`config.mk`:
```
export PLATFORM = sky130hd
export DESIGN_NAME = mig_bram_loader
export DESIGN_NICKNAME = d
export VERILOG_FILES = /design/src/rtl/mig_bram_loader.sv
export SDC_FILE = /design/constraint.sdc
export NUM_CORES = 2
export LEC_CHECK = 0
export BUFFER_PORTS_ARGS = -buffer_cell sky130_fd_sc_hd__buf_4
export CAP_MARGIN = 20
export CORE_MARGIN = 10
export CORE_UTILIZATION = 55
export CTS_CLUSTER_DIAMETER = 100
export DETAILED_ROUTE_END_ITERATION = 8
export PLACE_DENSITY_LB_ADDON = 0.15
export RECOVER_POWER = 50
export SLEW_MARGIN = 40
export SYNTH_ARGS = -nofsm -noshare
export SYNTH_HDL_FRONTEND = slang
export SYNTH_SLANG_ARGS = --single-unit
```
`constraint.sdc`:
```
create_clock -name i_clk -period 66.8 [get_ports i_clk]
set_clock_uncertainty 0.2 [all_clocks]
set_input_delay 16.7 -clock i_clk [delete_from_list [all_inputs] [get_ports i_clk]]
set_output_delay 16.7 -clock i_clk [all_outputs]
set_load 0.005 [all_outputs]
```
`src/rtl/mig_bram_loader.sv`:
```
// rtl/mig_bram_loader.sv - DDR read DMA: MIG bursts into a beat FIFO, unpacked into BRAM word writes
module mig_bram_loader #(
    parameter int ADDR_WIDTH      = 32,
    parameter int DATA_WIDTH      = 512,
    parameter int BRAM_ADDR_WIDTH = 9,
    parameter int BRAM_DIN_WIDTH  = 64,
    parameter int FIFO_DEPTH      = 8
) (
    input  logic                       i_clk,
    input  logic                       i_rst,
    input  logic                       i_start,
    input  logic [ADDR_WIDTH-1:0]      i_base_addr,
    input  logic [15:0]                i_num_beats,
    input  logic [BRAM_ADDR_WIDTH-1:0] i_bram_base,
    output logic                       o_busy,
    output logic                       o_done,
    output logic                       o_ovf_err,
    output logic [ADDR_WIDTH-1:0]      o_addr,
    output logic                       o_arvalid,
    output logic                       o_awvalid,
    output logic [7:0]                 o_arwlen,
    input  logic                       i_arready,
    input  logic [DATA_WIDTH-1:0]      i_data,
    input  logic                       i_data_valid,
    input  logic                       i_rw_last,
    output logic [BRAM_ADDR_WIDTH-1:0] o_bram_addr,
    output logic [BRAM_DIN_WIDTH-1:0]  o_bram_din,
    output logic                       o_bram_we
);
    localparam int WPB        = DATA_WIDTH / BRAM_DIN_WIDTH;
    localparam int WIDX_W     = $clog2(WPB);
    localparam int PTR_W      = $clog2(FIFO_DEPTH);
    localparam int BEAT_BYTES = DATA_WIDTH / 8;

    typedef enum logic [2:0] {S_IDLE, S_ADDR, S_DATA, S_WAIT, S_DONE} state_t;
    state_t r_state, w_state_nxt;

    logic [ADDR_WIDTH-1:0]      r_addr;
    logic [15:0]                r_remaining;
    logic [15:0]                w_chunk;
    logic                       r_done;
    logic                       r_ovf_err;
    logic [DATA_WIDTH-1:0]      r_mem [FIFO_DEPTH];
    logic [PTR_W-1:0]           r_wr_ptr;
    logic [PTR_W-1:0]           r_rd_ptr;
    logic [PTR_W:0]             r_count;
    logic                       w_empty, w_full, w_push, w_pop;
    logic [DATA_WIDTH-1:0]      r_beat;
    logic                       r_upk_active;
    logic [WIDX_W-1:0]          r_word_idx;
    logic [BRAM_ADDR_WIDTH-1:0] r_bram_addr;
    logic                       w_upk_last, w_start_ok, w_burst_end, w_arvalid;

    assign w_chunk     = (r_remaining > 16'(FIFO_DEPTH)) ? 16'(FIFO_DEPTH) : r_remaining;
    assign w_start_ok  = i_start && (r_state == S_IDLE);
    assign w_burst_end = (r_state == S_DATA) && i_data_valid && i_rw_last;
    assign w_empty     = (r_count == '0);
    assign w_full      = (32'(r_count) == FIFO_DEPTH);
    assign w_push      = i_data_valid && (r_state == S_DATA) && !w_full;
    assign w_upk_last  = r_upk_active && (32'(r_word_idx) == WPB - 1);
    // Pop either into an idle unpacker or on its final word, so back-to-back beats stream without gaps.
    assign w_pop       = !w_empty && (!r_upk_active || w_upk_last);
    assign w_arvalid   = (r_state == S_ADDR);

    always_ff @(posedge i_clk) begin
        if (i_rst) r_state <= S_IDLE;
        else       r_state <= w_state_nxt;
    end

    always_comb begin
        w_state_nxt = r_state;
        case (r_state)
            S_IDLE: if (i_start) w_state_nxt = (i_num_beats == 16'd0) ? S_DONE : S_ADDR;
            S_ADDR: if (i_arready) w_state_nxt = S_DATA;
            S_DATA: if (i_data_valid && i_rw_last) w_state_nxt = S_WAIT;
            S_WAIT: if (w_empty && (!r_upk_active || w_upk_last))
                        w_state_nxt = (r_remaining != 16'd0) ? S_ADDR : S_DONE;
            S_DONE: w_state_nxt = S_IDLE;
            default: w_state_nxt = S_IDLE;
        endcase
    end

    always_ff @(posedge i_clk) begin
        if (i_rst) begin
            r_addr      <= '0;
            r_remaining <= '0;
            r_bram_addr <= '0;
            r_done      <= 1'b0;
            r_ovf_err   <= 1'b0;
        end else begin
            if (w_start_ok) begin
                r_addr      <= i_base_addr;
                r_remaining <= i_num_beats;
                r_bram_addr <= i_bram_base;
            end else begin
                if (w_burst_end) begin
                    r_remaining <= r_remaining - w_chunk;
                    r_addr      <= r_addr + ADDR_WIDTH'(32'(w_chunk) * BEAT_BYTES);
                end
                if (r_upk_active) r_bram_addr <= r_bram_addr + BRAM_ADDR_WIDTH'(1);
            end
            r_done <= (r_state == S_DONE);
            if (i_data_valid && w_full) r_ovf_err <= 1'b1;
        end
    end

    always_ff @(posedge i_clk) begin
        if (w_push) r_mem[r_wr_ptr] <= i_data;
    end

    always_ff @(posedge i_clk) begin
        if (i_rst) begin
            r_wr_ptr <= '0;
            r_rd_ptr <= '0;
            r_count  <= '0;
        end else begin
            if (w_push) r_wr_ptr <= r_wr_ptr + PTR_W'(1);
            if (w_pop)  r_rd_ptr <= r_rd_ptr + PTR_W'(1);
            case ({w_push, w_pop})
                2'b10:   r_count <= r_count + (PTR_W+1)'(1);
                2'b01:   r_count <= r_count - (PTR_W+1)'(1);
                default: r_count <= r_count;
            endcase
        end
    end

    always_ff @(posedge i_clk) begin
        if (i_rst) begin
            r_beat       <= '0;
            r_upk_active <= 1'b0;
            r_word_idx   <= '0;
        end else if (w_pop) begin
            r_beat       <= r_mem[r_rd_ptr];
            r_upk_active <= 1'b1;
            r_word_idx   <= '0;
        end else if (r_upk_active) begin
            r_word_idx <= r_word_idx + WIDX_W'(1);
            if (w_upk_last) r_upk_active <= 1'b0;
        end
    end

    assign o_busy      = (r_state != S_IDLE) || r_done;
    assign o_done      = r_done;
    assign o_ovf_err   = r_ovf_err;
    assign o_addr      = r_addr;
    assign o_arvalid   = w_arvalid;
    assign o_awvalid   = 1'b0;
    assign o_arwlen    = w_arvalid ? 8'(w_chunk - 16'd1) : 8'd0;
    assign o_bram_addr = r_bram_addr;
    assign o_bram_din  = r_upk_active ? r_beat[32'(r_word_idx) * BRAM_DIN_WIDTH +: BRAM_DIN_WIDTH] : '0;
    assign o_bram_we   = r_upk_active;
endmodule

```
* Yosys cells after proc, flatten, opt, wreduce, memory -nomap -nowiden
Memory sizes are Yosys's and may differ from the RTL's. A register that Yosys moved wholly into a read port is not among the register bits.
Cells that the tools add are included.
** Word-level totals
- Memories :: 1
- Logic and storage cells :: 81
- Flip-flop bits (word level) :: 76
- Input bits :: 575
- Bits in writable memories :: 4096
- Output and inout port bits :: 119
** Memory list
- r_mem :: words 8, width 512, read ports 1, clocked after Yosys merged registers in 1, wr ports 1, RTL line 43 : logic [DATA_WIDTH-1:0] r_mem [FIFO_DEPTH];
** Operators by class
- Add/sub/neg operators :: 9
- Shifts and indexed selects :: 1
- Reduce and logical (&&, ||, !) cells :: 24
- Mux-type cells :: 22
- Order comparisons :: 1
- Equality and inequality tests :: 12
** Operator list (count)
- 512-bit by 10-bit variable part select with 64-bit output :: 1
- 32-bit 2-to-1 mux :: 2
- 64-bit 2-to-1 mux :: 1
- 16-bit 2-to-1 mux :: 3
- 32-bit by 22-bit adder with 32-bit output :: 1
- 3-bit 2-to-1 mux :: 6
- 9-bit 2-to-1 mux :: 2
- 16-bit by 4-bit > comparator with 1-bit output (second input constant) :: 1
- 16-bit logical NOT :: 1
- 16-bit nonzero test :: 1
- 16-bit subtractor :: 1
- 3-bit one-hot mux with 4 select lines :: 1
- 3-bit by 1-bit adder with 3-bit output (second input constant) :: 3
- 9-bit by 1-bit adder with 9-bit output (second input constant) :: 1
- 1-bit logical AND :: 9
- 8-bit 2-to-1 mux :: 1
- 4-bit one-hot mux with 2 select lines :: 1
- 8-bit by 1-bit subtractor with 8-bit output (second input constant) :: 1
- 3-bit by 2-bit == test with 1-bit output (second input constant) :: 2
- 3-bit == test (second input constant) :: 2
- 2-bit inequality test (second input constant) :: 3
- 2-bit nonzero test :: 3
- 1-bit 2-to-1 mux :: 5
- 4-bit by 1-bit adder with 4-bit output (second input constant) :: 1
- 13 further kinds :: 16

* Logic depth before layout (Yosys ltp)
- Depth in word-level cells :: 6
- Depth in mapped cells :: 15
- Mapped depth without buffers :: 12

* Worst setup path after synthesis
No wires, ideal clock.
- Path type :: input port to flip-flop
- Start point :: input i_data_valid
- End point :: memory r_mem[0][0], enable pin
- Arrival time :: 65144 ps
- Stages :: 4
- Setup slack :: -1183 ps
- Path buffers :: 1
- Setup time :: 2639 ps
- Data required time :: 63961 ps
- Path through :: and4_1 > clkbuf_1 > inv_1 > nor4_1
** On the way
- Longest elaborated chain between the ends :: 4
** Ends and longest elaborated chain
- from (decl) :: RTL line 24 : input logic i_data_valid,
- 1-bit logical AND (2 in series) :: RTL line 59 : assign w_push = i_data_valid && (r_state == S_DATA) && !w_full;
- 1-bit 2-to-1 mux :: RTL line 108 : if (w_push) r_mem[r_wr_ptr] <= i_data;
- 1-bit 2-to-1 mux (not written as such) :: RTL line 108
- to (decl) :: RTL line 43
No other way between the ends.

* Worst setup path after layout
- Start point :: input i_rst
- End point :: register r_beat[129], read port of r_mem
** RTL lines
- from (decl) :: RTL line 10 : input logic i_rst,
- to (decl) :: RTL line 48 : logic [DATA_WIDTH-1:0] r_beat;
No word-level cell between the ends.

==> results.toml <==
[sta]
unrepaired_setup_endpoints_after_global_routing = "false"
setup_viol = 0
timing.fmax_ghz = 0.0430
timing.final.crit_period_ns = 23.24
setup-tns-final_ns = 0
max_slew_margin_pct = -221
worst-slew-pin-transition_ns = 4.81
finalHoldWorstSlack_ns = 0.264
final_max_slew_viol_count = 399
hold_viol = 0
finalCritPeriodShare_pct = 34.8

[status]
status = "finished with violations"
violations = "max-capacitance violations, max-slew violations"

[critical_path]
worstSetupStartpoint = "i_rst"
worstSetupEndpointType = "register"
regToRegStartpoint = "r_word_idx[1]"
cp_data_arrival_time_ns = 23.85
cp_max_fo = 84
required_ns = 67.42
type_of_origin_of_the_critical_path = "input port"
criticalPathCategory = "input port to register"

[grt]
grt_start_max_net_pins = 174
global_route.overflow_total = 0
grt_antenna_before_repair = 206
track_usage_pct = 24.4
grt_first_pass_wirelength_um = 626000
first_global_vias = 88200

[yosys]
netlist_area_pre_place_um2 = 178000
async_reset_ff_share_pct = 0
synth_top_flop_cell = "sky130_fd_sc_hd__edfxtp_1"
ys_ff_latch = 4684
synthCells = 8523
synth_sequential_area_ratio_pct = 75.8
synth_cell_type_count = 58
synth.avg_cell_area_um2 = 20.9
synth_enable_flop_cells = 4096
yosysWarnings = 0

[route]
vias = 86500
first_iter_violations = 8174
detailedRoute.firstPassIterationCount = 6
ant_nets = 0
vias_per_cell = 6.14
route.final.wire_length_um = 433000
drc_errors = 0
wl_per_cell_um = 30.7

[cts]
tritoncts.num_buffers = 465
clk_pin_slew_ns = 0.06
cts.repair_timing.setup_buffer_count = 0
cts_buffer_depth = 4
cts-hold-fix-buffers = 0
cts_repair_resize_count = 0
clkLatencyLatePin_ns = 0.98
h-tree-depth = 5
ctsRootBufferMaster = "sky130_fd_sc_hd__clkbuf_16"
tritoncts = "built"
cts_num_sinks = 4684

[power]
power.sequential.fraction_pct = 46.7
power.combinational.fraction_pct = 17.1
total_switching_power_mw = 1.86
power.density_cell_area_nw_per_um2 = 35.8
int_pwr_mw = 5.39
pwr-share-clk_pct = 36.2
netSwitchingFraction_pct = 25.7
irDropWorstVdd_v = 0.0000289
power_leakage_nw = 61.3

[min_path]
worstHoldPathType = "register to register"
min_from = "o_addr[2]"

[cells_and_area]
layout.cell_area.non_filler_um2 = 202000
area_growth_syn_to_layout_pct = 13.9
finalNetCount = 9930
fillerInstances = 22200
final_core_utilization_pct = 63.0
drive_above_1_share_pct = 22.7

[floorplanning]
starting_density_of_the_core_pct = 55.3
die_width_um = 589
core.rowCount = 208
core_area_um2 = 321000
floorplan.die.height_um = 589
io-pin-count = 694
die_area_um2 = 346000

[placement]
hpwl_reported_at_the_end_of_detailed_placement_um = 261000
dpl_cell_area_um2 = 188000
numPortBuffers = 692
place.gp.congestion = 0.924

[run]
drv.max_cap_violation_count = 6
state kept, by name, summed over array words and instances (netlist names), 4 cells and up:
name and count:
o_addr 32, o_bram_addr 9, r_beat 512, r_count 4, r_mem 4096, r_remaining 16
path summary, 6_finish.rpt:
kind / to / slack [ns] / cells past startpoint
worst max register to register: r_beat[134] / 61.02 / 12
worst max-delay path: r_beat[129] / 43.56 / 4
worst min register to register: o_addr[2] / 0.26 / 2
worst min-delay path: o_addr[2] / 0.26 / 2
layout make-up:
cell class	count	area, µm²	share of cell area [%]
Antenna cell	47	118	0.0581
Clock buffer	649	12900	6.38
Clock inverter	234	2600	1.29
Inverter	12	45.0	0.0223
Multi-Input combinational cell	3301	41000	20.2
Sequential cell	4684	135000	66.6
Tap cell	4305	5390	2.66
Timing Repair Buffer	865	5560	2.75
through the flow:
stage	instances	setup WS [ns]	total power, mW
final	14100	43.56	7.25
after global routing	14100	43.26	7.52
after CTS	14000	45.13	7.33
after detailed placement	13200	44.97	4.71
after global placement	13100	44.78	4.68
after floorplan	8533	12.78	4.30
worst max-delay path: stages:
cell and delay (ns):
sky130_fd_sc_hd__clkbuf_1 3.33, sky130_fd_sc_hd__clkbuf_1 2.84, sky130_fd_sc_hd__buf_6 0.71, sky130_fd_sc_hd__a211oi_1 0.12
per-layer routing:
metal | track usage (%) | share of wire [%] | routed length (µm) | up-vias
li1 | - | - | - | 37100
met1 | 32.3 | 39 | 168000 | 45600
met2 | 40.9 | 50 | 217000 | 2894
met3 | 5.44 | 7.1 | 30800 | 858
met4 | 7.53 | 3.5 | 15200 | 138
met5 | 0 | 0.21 | 920 | -
cells in the final DEF (no fill, tap or decap), types with 14 or more instances in the layout:
master / synthesis / final
sky130_fd_sc_hd__a211oi_1: 526 / 526
sky130_fd_sc_hd__nand2_1: 67 / 67
sky130_fd_sc_hd__clkinv_2: 0 / 84
sky130_fd_sc_hd__bufinv_16: 0 / 48
sky130_fd_sc_hd__clkinvlp_4: 0 / 14
sky130_fd_sc_hd__edfxtp_1: 4096 / 4096
sky130_fd_sc_hd__clkbuf_8: 0 / 46
sky130_fd_sc_hd__clkbuf_1: 361 / 653
sky130_fd_sc_hd__mux2i_1: 585 / 584
sky130_fd_sc_hd__dfxtp_1: 588 / 581
sky130_fd_sc_hd__nor2b_1: 72 / 71
sky130_fd_sc_hd__ha_1: 24 / 24
sky130_fd_sc_hd__buf_6: 0 / 46
sky130_fd_sc_hd__a31oi_1: 19 / 19
sky130_fd_sc_hd__o21ai_0: 22 / 22
sky130_fd_sc_hd__buf_16: 0 / 20
sky130_fd_sc_hd__nand3_1: 22 / 22
sky130_fd_sc_hd__buf_12: 0 / 36
sky130_fd_sc_hd__mux4_2: 1152 / 1152
sky130_fd_sc_hd__a21oi_1: 54 / 54
sky130_fd_sc_hd__clkbuf_16: 0 / 471
sky130_fd_sc_hd__diode_2: 0 / 47
sky130_fd_sc_hd__nor2_1: 572 / 571
sky130_fd_sc_hd__clkinv_1: 0 / 61
sky130_fd_sc_hd__buf_4: 1 / 242
synthesized netlist by cell type (all sizes together) (4+ instances only):
cell | count | area (µm²)
or3 | 6 | 41.3
a311oi | 4 | 35.0
o22ai | 7 | 43.8
a21o | 6 | 45.0
o21ai | 22 | 110
a31oi | 19 | 119
o211ai | 6 | 45.0
nand2b | 6 | 37.5
and2 | 4 | 25.0
buf | 173 | 737
nand4 | 8 | 50.1
edfxtp | 4096 | 123000
clkbuf | 363 | 1370
and3 | 9 | 56.3
a21oi | 54 | 270
mux4 | 1152 | 25900
inv | 12 | 45.0
a22oi | 13 | 97.6
mux2i | 585 | 5860
a211oi | 526 | 3950
or4 | 12 | 97.6
nand3 | 22 | 110
nor2 | 572 | 2150
xnor2 | 13 | 114
nor2b | 72 | 450
nor4 | 12 | 96.3
a221oi | 5 | 43.8
nor3 | 17 | 85.1
ha | 24 | 300
dfxtp | 588 | 11800
nand2 | 67 | 251
xor2 | 13 | 114
power groups by stage:
stage | combinational [mW] | sequential [mW] | clock, mW
floorplan | 0.883 | 3.41 | 0
global placement | 1.24 | 3.44 | 0
detailed placement | 1.27 | 3.44 | 0
CTS | 1.27 | 3.38 | 2.67
global route | 1.34 | 3.39 | 2.79
finish | 1.24 | 3.39 | 2.63
kinds of logic (layout without fill, tap and decap cells):
family                   after synthesis  count (layout)  share of synthesized area (%)
AO/OA/AOI/OAI                        680             680                           2.76
XOR/XNOR                              26              26                          0.128
adder cells (fa/ha/maj)               26              26                          0.191
flip-flops                          4684            4684                           75.8
buffers and inverters                548            1760                           1.21
other                                  2              59                        0.00422
multiplexers                        1737            1737                           17.9
AND/OR/NAND/NOR                      820             820                           2.00
(Power assumes the default switching activity.)
